### src/rtl/dram_arb_pkg.sv
// dram_arb_pkg
//   Shared types and constants for the data-RAM arbiter: arbitration state
//   enum, default address/data widths and the widths of the starvation and
//   lock counters.
package dram_arb_pkg;

  typedef enum logic {
    S_SHARED = 1'b0,  // CPU has priority, debug wins only when starved
    S_LOCK   = 1'b1   // debug owns the bus for a bounded burst
  } arbState_t;

  localparam int unsigned DEF_ADDR_W   = 12;
  localparam int unsigned DEF_DATA_W   = 32;
  localparam int unsigned STARVE_CNT_W = 4;
  localparam int unsigned LOCK_CNT_W   = 8;

endpackage

### src/rtl/arb_sat_counter.sv
// arb_sat_counter
//   Saturating up-counter with clear, load and increment controls.
//   Priority: clr > load > inc. Increment stops at MAX.
// Ports:
//   clk, rstn  - clock, asynchronous active-low reset
//   inc        - count up by one (saturating at MAX)
//   clr        - synchronous clear to zero
//   load       - synchronous load of loadVal
//   loadVal    - value used by load
//   count      - current count
module arb_sat_counter
  import dram_arb_pkg::*;
#(
  parameter int unsigned WIDTH = STARVE_CNT_W,
  parameter int unsigned MAX   = 15
) (
  input  logic             clk,
  input  logic             rstn,
  input  logic             inc,
  input  logic             clr,
  input  logic             load,
  input  logic [WIDTH-1:0] loadVal,
  output logic [WIDTH-1:0] count
);

  localparam logic [WIDTH-1:0] TOP = WIDTH'(MAX);

  always_ff @(posedge clk or negedge rstn) begin
    if (!rstn) begin
      count <= '0;
    end else if (clr) begin
      count <= '0;
    end else if (load) begin
      count <= loadVal;
    end else if (inc && (count != TOP)) begin
      count <= count + WIDTH'(1);
    end
  end

endmodule

### src/rtl/dram_arbiter.sv
// dram_arbiter
//   Shares a single-port data RAM between the core's load/store port (CPU,
//   zero-latency, default priority) and a debug/loader port. A saturating
//   starvation counter forces a debug grant after STARVE_MAX denied cycles;
//   a bounded lock mode lets debug run uninterrupted bursts of up to
//   LOCK_MAX locked cycles.
// Ports:
//   clk, rstn              - clock, asynchronous active-low reset
//   i_Cpu* / o_Cpu*        - core request, grant, stall, combinational read data
//   i_Dbg* / o_Dbg*        - debug request/lock, grant, registered read data
//   o_Ram* / i_RamRdata    - RAM address/write port, asynchronous read data
//   o_StallCnt, o_DbgGntCnt- statistics counters
// Configuration:
//   DRAM_ARB_STATS_EN - when defined, o_StallCnt counts CPU stall cycles and
//   o_DbgGntCnt counts debug grants; otherwise both are tied to zero.
module dram_arbiter
  import dram_arb_pkg::*;
#(
  parameter int unsigned ADDR_W     = DEF_ADDR_W,
  parameter int unsigned DATA_W     = DEF_DATA_W,
  parameter int unsigned STARVE_MAX = 4,
  parameter int unsigned LOCK_MAX   = 64
) (
  input  logic              clk,
  input  logic              rstn,
  input  logic              i_CpuReq_1,
  input  logic              i_CpuWe_1,
  input  logic [ADDR_W-1:0] i_CpuAddr,
  input  logic [DATA_W-1:0] i_CpuWdata,
  output logic              o_CpuGnt_1,
  output logic              o_CpuStall_1,
  output logic [DATA_W-1:0] o_CpuRdata,
  input  logic              i_DbgReq_1,
  input  logic              i_DbgWe_1,
  input  logic              i_DbgLock_1,
  input  logic [ADDR_W-1:0] i_DbgAddr,
  input  logic [DATA_W-1:0] i_DbgWdata,
  output logic              o_DbgGnt_1,
  output logic              o_DbgRvalid_1,
  output logic [DATA_W-1:0] o_DbgRdata,
  output logic [ADDR_W-1:0] o_RamAddr,
  output logic [DATA_W-1:0] o_RamWdata,
  output logic              o_RamWe_1,
  input  logic [DATA_W-1:0] i_RamRdata,
  output logic [31:0]       o_StallCnt,
  output logic [31:0]       o_DbgGntCnt
);

  localparam logic [STARVE_CNT_W-1:0] STARVE_TOP = STARVE_CNT_W'(STARVE_MAX);
  localparam logic [LOCK_CNT_W-1:0]   LOCK_TOP   = LOCK_CNT_W'(LOCK_MAX);

  arbState_t               state, stateNext;
  logic [STARVE_CNT_W-1:0] starveCnt;
  logic [LOCK_CNT_W-1:0]   lockCnt;
  logic                    starveFull, lockFull;
  logic                    cpuGnt, dbgGnt;
  logic                    enterLock, leaveLock, forcedExit;

  assign starveFull = (starveCnt == STARVE_TOP);
  assign lockFull   = (lockCnt == LOCK_TOP);

  // State register
  always_ff @(posedge clk or negedge rstn) begin
    if (!rstn) state <= S_SHARED;
    else       state <= stateNext;
  end

  // Next-state logic
  always_comb begin
    stateNext = state;
    case (state)
      S_SHARED: if (dbgGnt && i_DbgLock_1)        stateNext = S_LOCK;
      S_LOCK:   if (!i_DbgLock_1 || lockFull)     stateNext = S_SHARED;
      default:                                    stateNext = S_SHARED;
    endcase
  end

  // Grant logic; gated by rstn so nothing reaches the RAM while in reset
  always_comb begin
    cpuGnt = 1'b0;
    dbgGnt = 1'b0;
    if (rstn) begin
      case (state)
        S_SHARED: begin
          dbgGnt = i_DbgReq_1 && (!i_CpuReq_1 || starveFull);
          cpuGnt = i_CpuReq_1 && !dbgGnt;
        end
        S_LOCK:  dbgGnt = i_DbgReq_1;
        default: ;
      endcase
    end
  end

  assign o_CpuGnt_1   = cpuGnt;
  assign o_DbgGnt_1   = dbgGnt;
  assign o_CpuStall_1 = i_CpuReq_1 & ~cpuGnt;
  assign o_CpuRdata   = i_RamRdata;

  // RAM port mux: idle cycles keep the CPU address so reads stay zero-latency
  always_comb begin
    o_RamAddr  = i_CpuAddr;
    o_RamWdata = i_CpuWdata;
    o_RamWe_1  = 1'b0;
    if (dbgGnt) begin
      o_RamAddr  = i_DbgAddr;
      o_RamWdata = i_DbgWdata;
      o_RamWe_1  = i_DbgWe_1;
    end else if (cpuGnt) begin
      o_RamWe_1  = i_CpuWe_1;
    end
  end

  assign enterLock  = (state == S_SHARED) && (stateNext == S_LOCK);
  assign leaveLock  = (state == S_LOCK) && (stateNext == S_SHARED);
  // Hitting the lock limit clears starvation so the CPU gets the next cycle
  assign forcedExit = (state == S_LOCK) && lockFull;

  arb_sat_counter #(
    .WIDTH (STARVE_CNT_W),
    .MAX   (STARVE_MAX)
  ) u_starveCnt (
    .clk     (clk),
    .rstn    (rstn),
    .inc     (i_DbgReq_1 && !dbgGnt),
    .clr     (dbgGnt || forcedExit),
    .load    (1'b0),
    .loadVal ('0),
    .count   (starveCnt)
  );

  arb_sat_counter #(
    .WIDTH (LOCK_CNT_W),
    .MAX   (LOCK_MAX)
  ) u_lockCnt (
    .clk     (clk),
    .rstn    (rstn),
    .inc     (state == S_LOCK),
    .clr     (leaveLock),
    .load    (enterLock),
    .loadVal (LOCK_CNT_W'(1)),
    .count   (lockCnt)
  );

  // Debug read return path
  always_ff @(posedge clk or negedge rstn) begin
    if (!rstn) begin
      o_DbgRvalid_1 <= 1'b0;
      o_DbgRdata    <= '0;
    end else begin
      o_DbgRvalid_1 <= dbgGnt && !i_DbgWe_1;
      if (dbgGnt && !i_DbgWe_1) o_DbgRdata <= i_RamRdata;
    end
  end

`ifdef DRAM_ARB_STATS_EN
  logic [31:0] stallCnt, dbgGntCnt;

  always_ff @(posedge clk or negedge rstn) begin
    if (!rstn) begin
      stallCnt  <= '0;
      dbgGntCnt <= '0;
    end else begin
      if (o_CpuStall_1) stallCnt  <= stallCnt + 32'd1;
      if (dbgGnt)       dbgGntCnt <= dbgGntCnt + 32'd1;
    end
  end

  assign o_StallCnt  = stallCnt;
  assign o_DbgGntCnt = dbgGntCnt;
`else
  assign o_StallCnt  = '0;
  assign o_DbgGntCnt = '0;
`endif

endmodule

### config.mk
export PLATFORM = sky130hd
export DESIGN_NAME = dram_arbiter
export DESIGN_NICKNAME = d
export VERILOG_FILES = /design/src/rtl/dram_arb_pkg.sv /design/src/rtl/arb_sat_counter.sv /design/src/rtl/dram_arbiter.sv
export SDC_FILE = /design/constraint.sdc
export NUM_CORES = 1
export LEC_CHECK = 0
export ABC_AREA = 1
export CAP_MARGIN = 20
export CORE_AREA = 2 2 119 121
export CTS_CLUSTER_DIAMETER = 30
export DETAILED_ROUTE_END_ITERATION = 16
export DIE_AREA = 0 0 121 123
export PLACE_DENSITY_LB_ADDON = 0.1
export SLEW_MARGIN = 5
export SYNTH_ARGS = -nofsm -noshare
export SYNTH_HDL_FRONTEND = slang
export SYNTH_SLANG_ARGS = --single-unit
export TNS_END_PERCENT = 100
### constraint.sdc
create_clock -name clk -period 2.42 [get_ports clk]
set_clock_uncertainty 0.2 [all_clocks]
set_input_delay 0.605 -clock clk [delete_from_list [all_inputs] [get_ports clk]]
set_output_delay 0.605 -clock clk [all_outputs]
set_load 0.02 [all_outputs]
==> results of run 1 <==
-- metrics by stage --
step                std cells  power (mW)   util  hold slack [ps]
finish                    949        4.18  0.499              279
global route              949        4.45  0.499              309
CTS                       946        4.03  0.454              282
detailed placement        929        3.23  0.432              267
global placement          929        3.20  0.432              263
floorplan                 571        2.26      -              109
-- worst paths after layout --
check	to	slack, ps	start
setup / recovery	o_RamWdata[13]	-80	u_starveCnt.count[0]$_DFFE_PN0P_
hold / removal	o_DbgRdata[19]$_DFFE_PN0P_	280	o_DbgRdata[19]$_DFFE_PN0P_
setup reg to reg	o_DbgRdata[28]$_DFFE_PN0P_	100	u_starveCnt.count[0]$_DFFE_PN0P_
hold reg to reg	o_DbgRdata[19]$_DFFE_PN0P_	280	o_DbgRdata[19]$_DFFE_PN0P_
max in group asynchronous	u_lockCnt.count[2]$_DFFE_PN0P_	1190	rstn
min in group asynchronous	state$_DFF_PN0_	400	rstn
-- per-layer routing --
metal | up-vias | wire length, um
li1 | 1901 | -
met1 | 1784 | 5070
met2 | 143 | 7090
met3 | 8 | 904
met4 | 0 | 128
met5 | - | 0
-- report_power, final --
part	internal, mW	total, mW	switching [mW]
Combinational	1.12	2.32	1.20
Clock	0.383	0.681	0.298
Sequential	1.01	1.18	0.171
-- layout make-up --
| class | instances | area [um2] |
|---|---|---|
| Clock buffer | 5 | 125 |
| Clock inverter | 3 | 18.8 |
| Fill cell | 1305 | 6830 |
| Inverter | 24 | 115 |
| Multi-Input combinational cell | 388 | 2100 |
| Sequential cell | 46 | 1150 |
| Tap cell | 180 | 225 |
| Timing Repair Buffer | 303 | 3050 |
-- critical path: cells and delay by family, from the launching register on --
family | cells | cell delay (ps)
adders and majority gates | 1 | 140
DFF | 1 | 400
and+or+nand+nor | 5 | 370
buffers and inverters | 4 | 500
-- repair_timing --
action,in CTS,in global routing
cloned,2,4
gates resized for setup,322,172
setup endpoints to repair,113,85
setup buffers,7,2
pin swaps,15,32
-- Yosys cell counts (2+ instances only) --
| library cell | instances |
|---|---|
| nand2_1 | 257 |
| inv_1 | 21 |
| nand2_2 | 10 |
| o21ai_0 | 4 |
| dfrtp_1 | 46 |
| nor3_1 | 3 |
| nor2_1 | 14 |
| buf_6 | 3 |
| nand3_1 | 17 |
| xor2_1 | 2 |
| buf_4 | 96 |
| clkbuf_1 | 4 |
| buf_2 | 8 |
| ha_1 | 5 |
| inv_2 | 2 |
| nand4_1 | 6 |
-- logic make-up after synthesis --
| logic type | count (synthesis) |
|---|---|
| AND/OR/NAND/NOR | 310 |
| buffers and inverters | 137 |
| flip-flops | 46 |
| AO/OA/AOI/OAI | 7 |
| adder cells (fa/ha/maj) | 5 |
| XOR/XNOR | 2 |
| other | 1 |
-- registers in the layout, indices dropped and copies added, names as in the netlist --
name	cells
o_DbgRdata	32
u_lockCnt.count	8
state	1
o_DbgRvalid_1	1
u_starveCnt.count	4
-- cell usage in the layout, fill, tap and decap left out, types with 4 or more instances in the layout --
cell               n
nand2_1          159
clkdlybuf4s50_1  156
nand2_2           65
conb_1            64
buf_6             51
buf_4             50
dfrtp_1           46
nand2_4           42
dlygate4sd2_1     33
inv_1             17
nand3_1           17
nor2_1            12
clkbuf_16          8
nand4_1            6
inv_2              5
buf_12             5
ha_1               4
==> impl_metrics.env, run 1 <==
export IMPL_port_buffers=239
export IMPL_post_synth_main_area_contributors="dfrtp_1 33%, nand2_1 28%, buf_4 21%, nand3_1 2.5%, inv_1 2.3%"
export IMPL_max_slew_margin_rel=0.588
export IMPL_dieWidth_um=121
export IMPL_timing_critical_path_slowest_cell_delay_ps=400
export IMPL_clk_pin_slew_ps=70
export IMPL_muxShareOfSynthArea=0
export IMPL_synth_main_ff_cell="dfrtp_1"
export IMPL_floorplan_die_height_um=123
export IMPL_post_route_worst_setup_slack_ps=-79.2
export IMPL_crit_path_launch_type="flip-flop"
export IMPL_critPathArrivalTime_ps=1690
export IMPL_drt_initial_drc_count=246
export IMPL_globalRoute_totalOverflow=0
export IMPL_first_global_vias=3453
export IMPL_timing_hold_violations_final=0
export IMPL_run_status="finished with violations"
export IMPL_busiest_layer="met2"
export IMPL_die_area_mm2=0.0149
export IMPL_synth_seq_cells=46
export IMPL_async_flop_share=1.00
export IMPL_finalSetupViolCount=47
export IMPL_crit_path_cell_trace="inv_2 -> ha_4 -> nand3_4 -> nand2_4 -> nand2_8 -> buf_6 -> buf_12 -> nand2_4 -> nand2_2 -> buf_6"
export IMPL_synth_top_family_by_area="simple AND/OR/NAND/NOR gates"
export IMPL_grt_start_max_net_pins=47
export IMPL_numCtsBuffers=5
export IMPL_dp_hpwl_mm=9.80
export IMPL_final_design_area_no_fill_mm2=0.00679
export IMPL_drt_pass1_iter_count=4
export IMPL_grtUsageMet1=0.201
export IMPL_synth_enable_flop_cells=0
export IMPL_post_synth_top_area_fraction=0.335
export IMPL_setup_worst_path_end_class="output pin"
export IMPL_clock_tree_htree_level_count=2
export IMPL_layout_min_cycle_time_ps=2500
export IMPL_cts_root_to_sink_buffers=2
export IMPL_postSynthCellCount=508
export IMPL_violations="setup timing"
export IMPL_postRouteWirelength_mm=13.2
export IMPL_ys_warnings_count=0
export IMPL_floorplan_core_area_mm2=0.0136
export IMPL_min_period_over_period=1.03
export IMPL_max_frequency_ghz=0.400
export IMPL_cell_row_count=43
export IMPL_global_route_usage_met3=0.0258
export IMPL_cts_sinks=46
export IMPL_synthXorXnorAreaFrac=0.00509
export IMPL_hold_crit_class="flip-flop to flip-flop"
export IMPL_tritoncts_clock_tree="done"
export IMPL_areaGrowthSynthToFinish_pct=97.3
export IMPL_layout_net_count=900
export IMPL_grt_setup_unrepaired="true"
export IMPL_yosys_area_share_simple=0.361
export IMPL_post_synth_top_area_cell="dfrtp_1"
export IMPL_post_cts_hold_buffer_count=0
export IMPL_clk_root_buffer_cell="clkbuf_16"
export IMPL_placedInstanceArea_mm2=0.00589
export IMPL_post_synth_cell_area_avg_um2=6.77
export IMPL_detailroute_via_count=3836
export IMPL_gpl_final_weighted_congestion=0.776
export IMPL_worst_pin_slew_ps=617
export IMPL_synthAdderAreaFrac=0.0182
export IMPL_critical_path_slowest_cell="dfrtp_1"
export IMPL_slew_violations=0
export IMPL_detail_route_vias_per_cell=4.04
export IMPL_design_portCount=304
export IMPL_synth_cell_area_mm2=0.00344
export IMPL_crit_type="flip-flop to output pin"
export IMPL_synth_seq_area_share=0.335
export IMPL_worst_endpoint_required_ps=1620
export IMPL_grt_util_met2=0.282
export IMPL_n_antenna_cell=0
export IMPL_cellLeakagePower_nw=3.56
export IMPL_maxCapViolations=0
export IMPL_post_route_antenna_net_violation_count=0
export IMPL_synth_cell_types=26
export IMPL_initial_core_utilization=0.253
export IMPL_ff2ff_path_depth=13
export IMPL_wire_length_of_the_first_global_routing_pass_mm=18.4
export IMPL_detail_route_drc_violations=0
export IMPL_antenna_found_initial=0
export IMPL_setup_tns_final_ps=-1920
export IMPL_placement_setup_worst_slack_ps=-940
export IMPL_routedWlPerCell_um=13.9
export IMPL_proportion_of_layout_cells_with_a_drive_suffix_above_1=0.313
export IMPL_insertion_delay_ps=280
export IMPL_powerDensity_mw_per_mm2=615
export IMPL_timing_hold_worst_path_depth=2
export IMPL_grtUsageTotal=0.157
export IMPL_path_max_fanout=8
export IMPL_synth_compound_gate_area_share=0.0116
export IMPL_worst_ir_drop_vdd_mv=0.334
No activity file was read; power rests on OpenSTA's default activity.
==> run 2, diff against run 1 <==
--- a/config.mk
+++ b/config.mk
@@ -6,7 +6,7 @@
 export NUM_CORES = 1
 export LEC_CHECK = 0
 export ABC_AREA = 1
-export CAP_MARGIN = 20
+export CAP_MARGIN = 25
 export CORE_AREA = 2 2 119 121
 export CTS_CLUSTER_DIAMETER = 30
 export DETAILED_ROUTE_END_ITERATION = 16
==> results of run 2 <==
Final layout, timing and power as in run 1 (identical DEF).
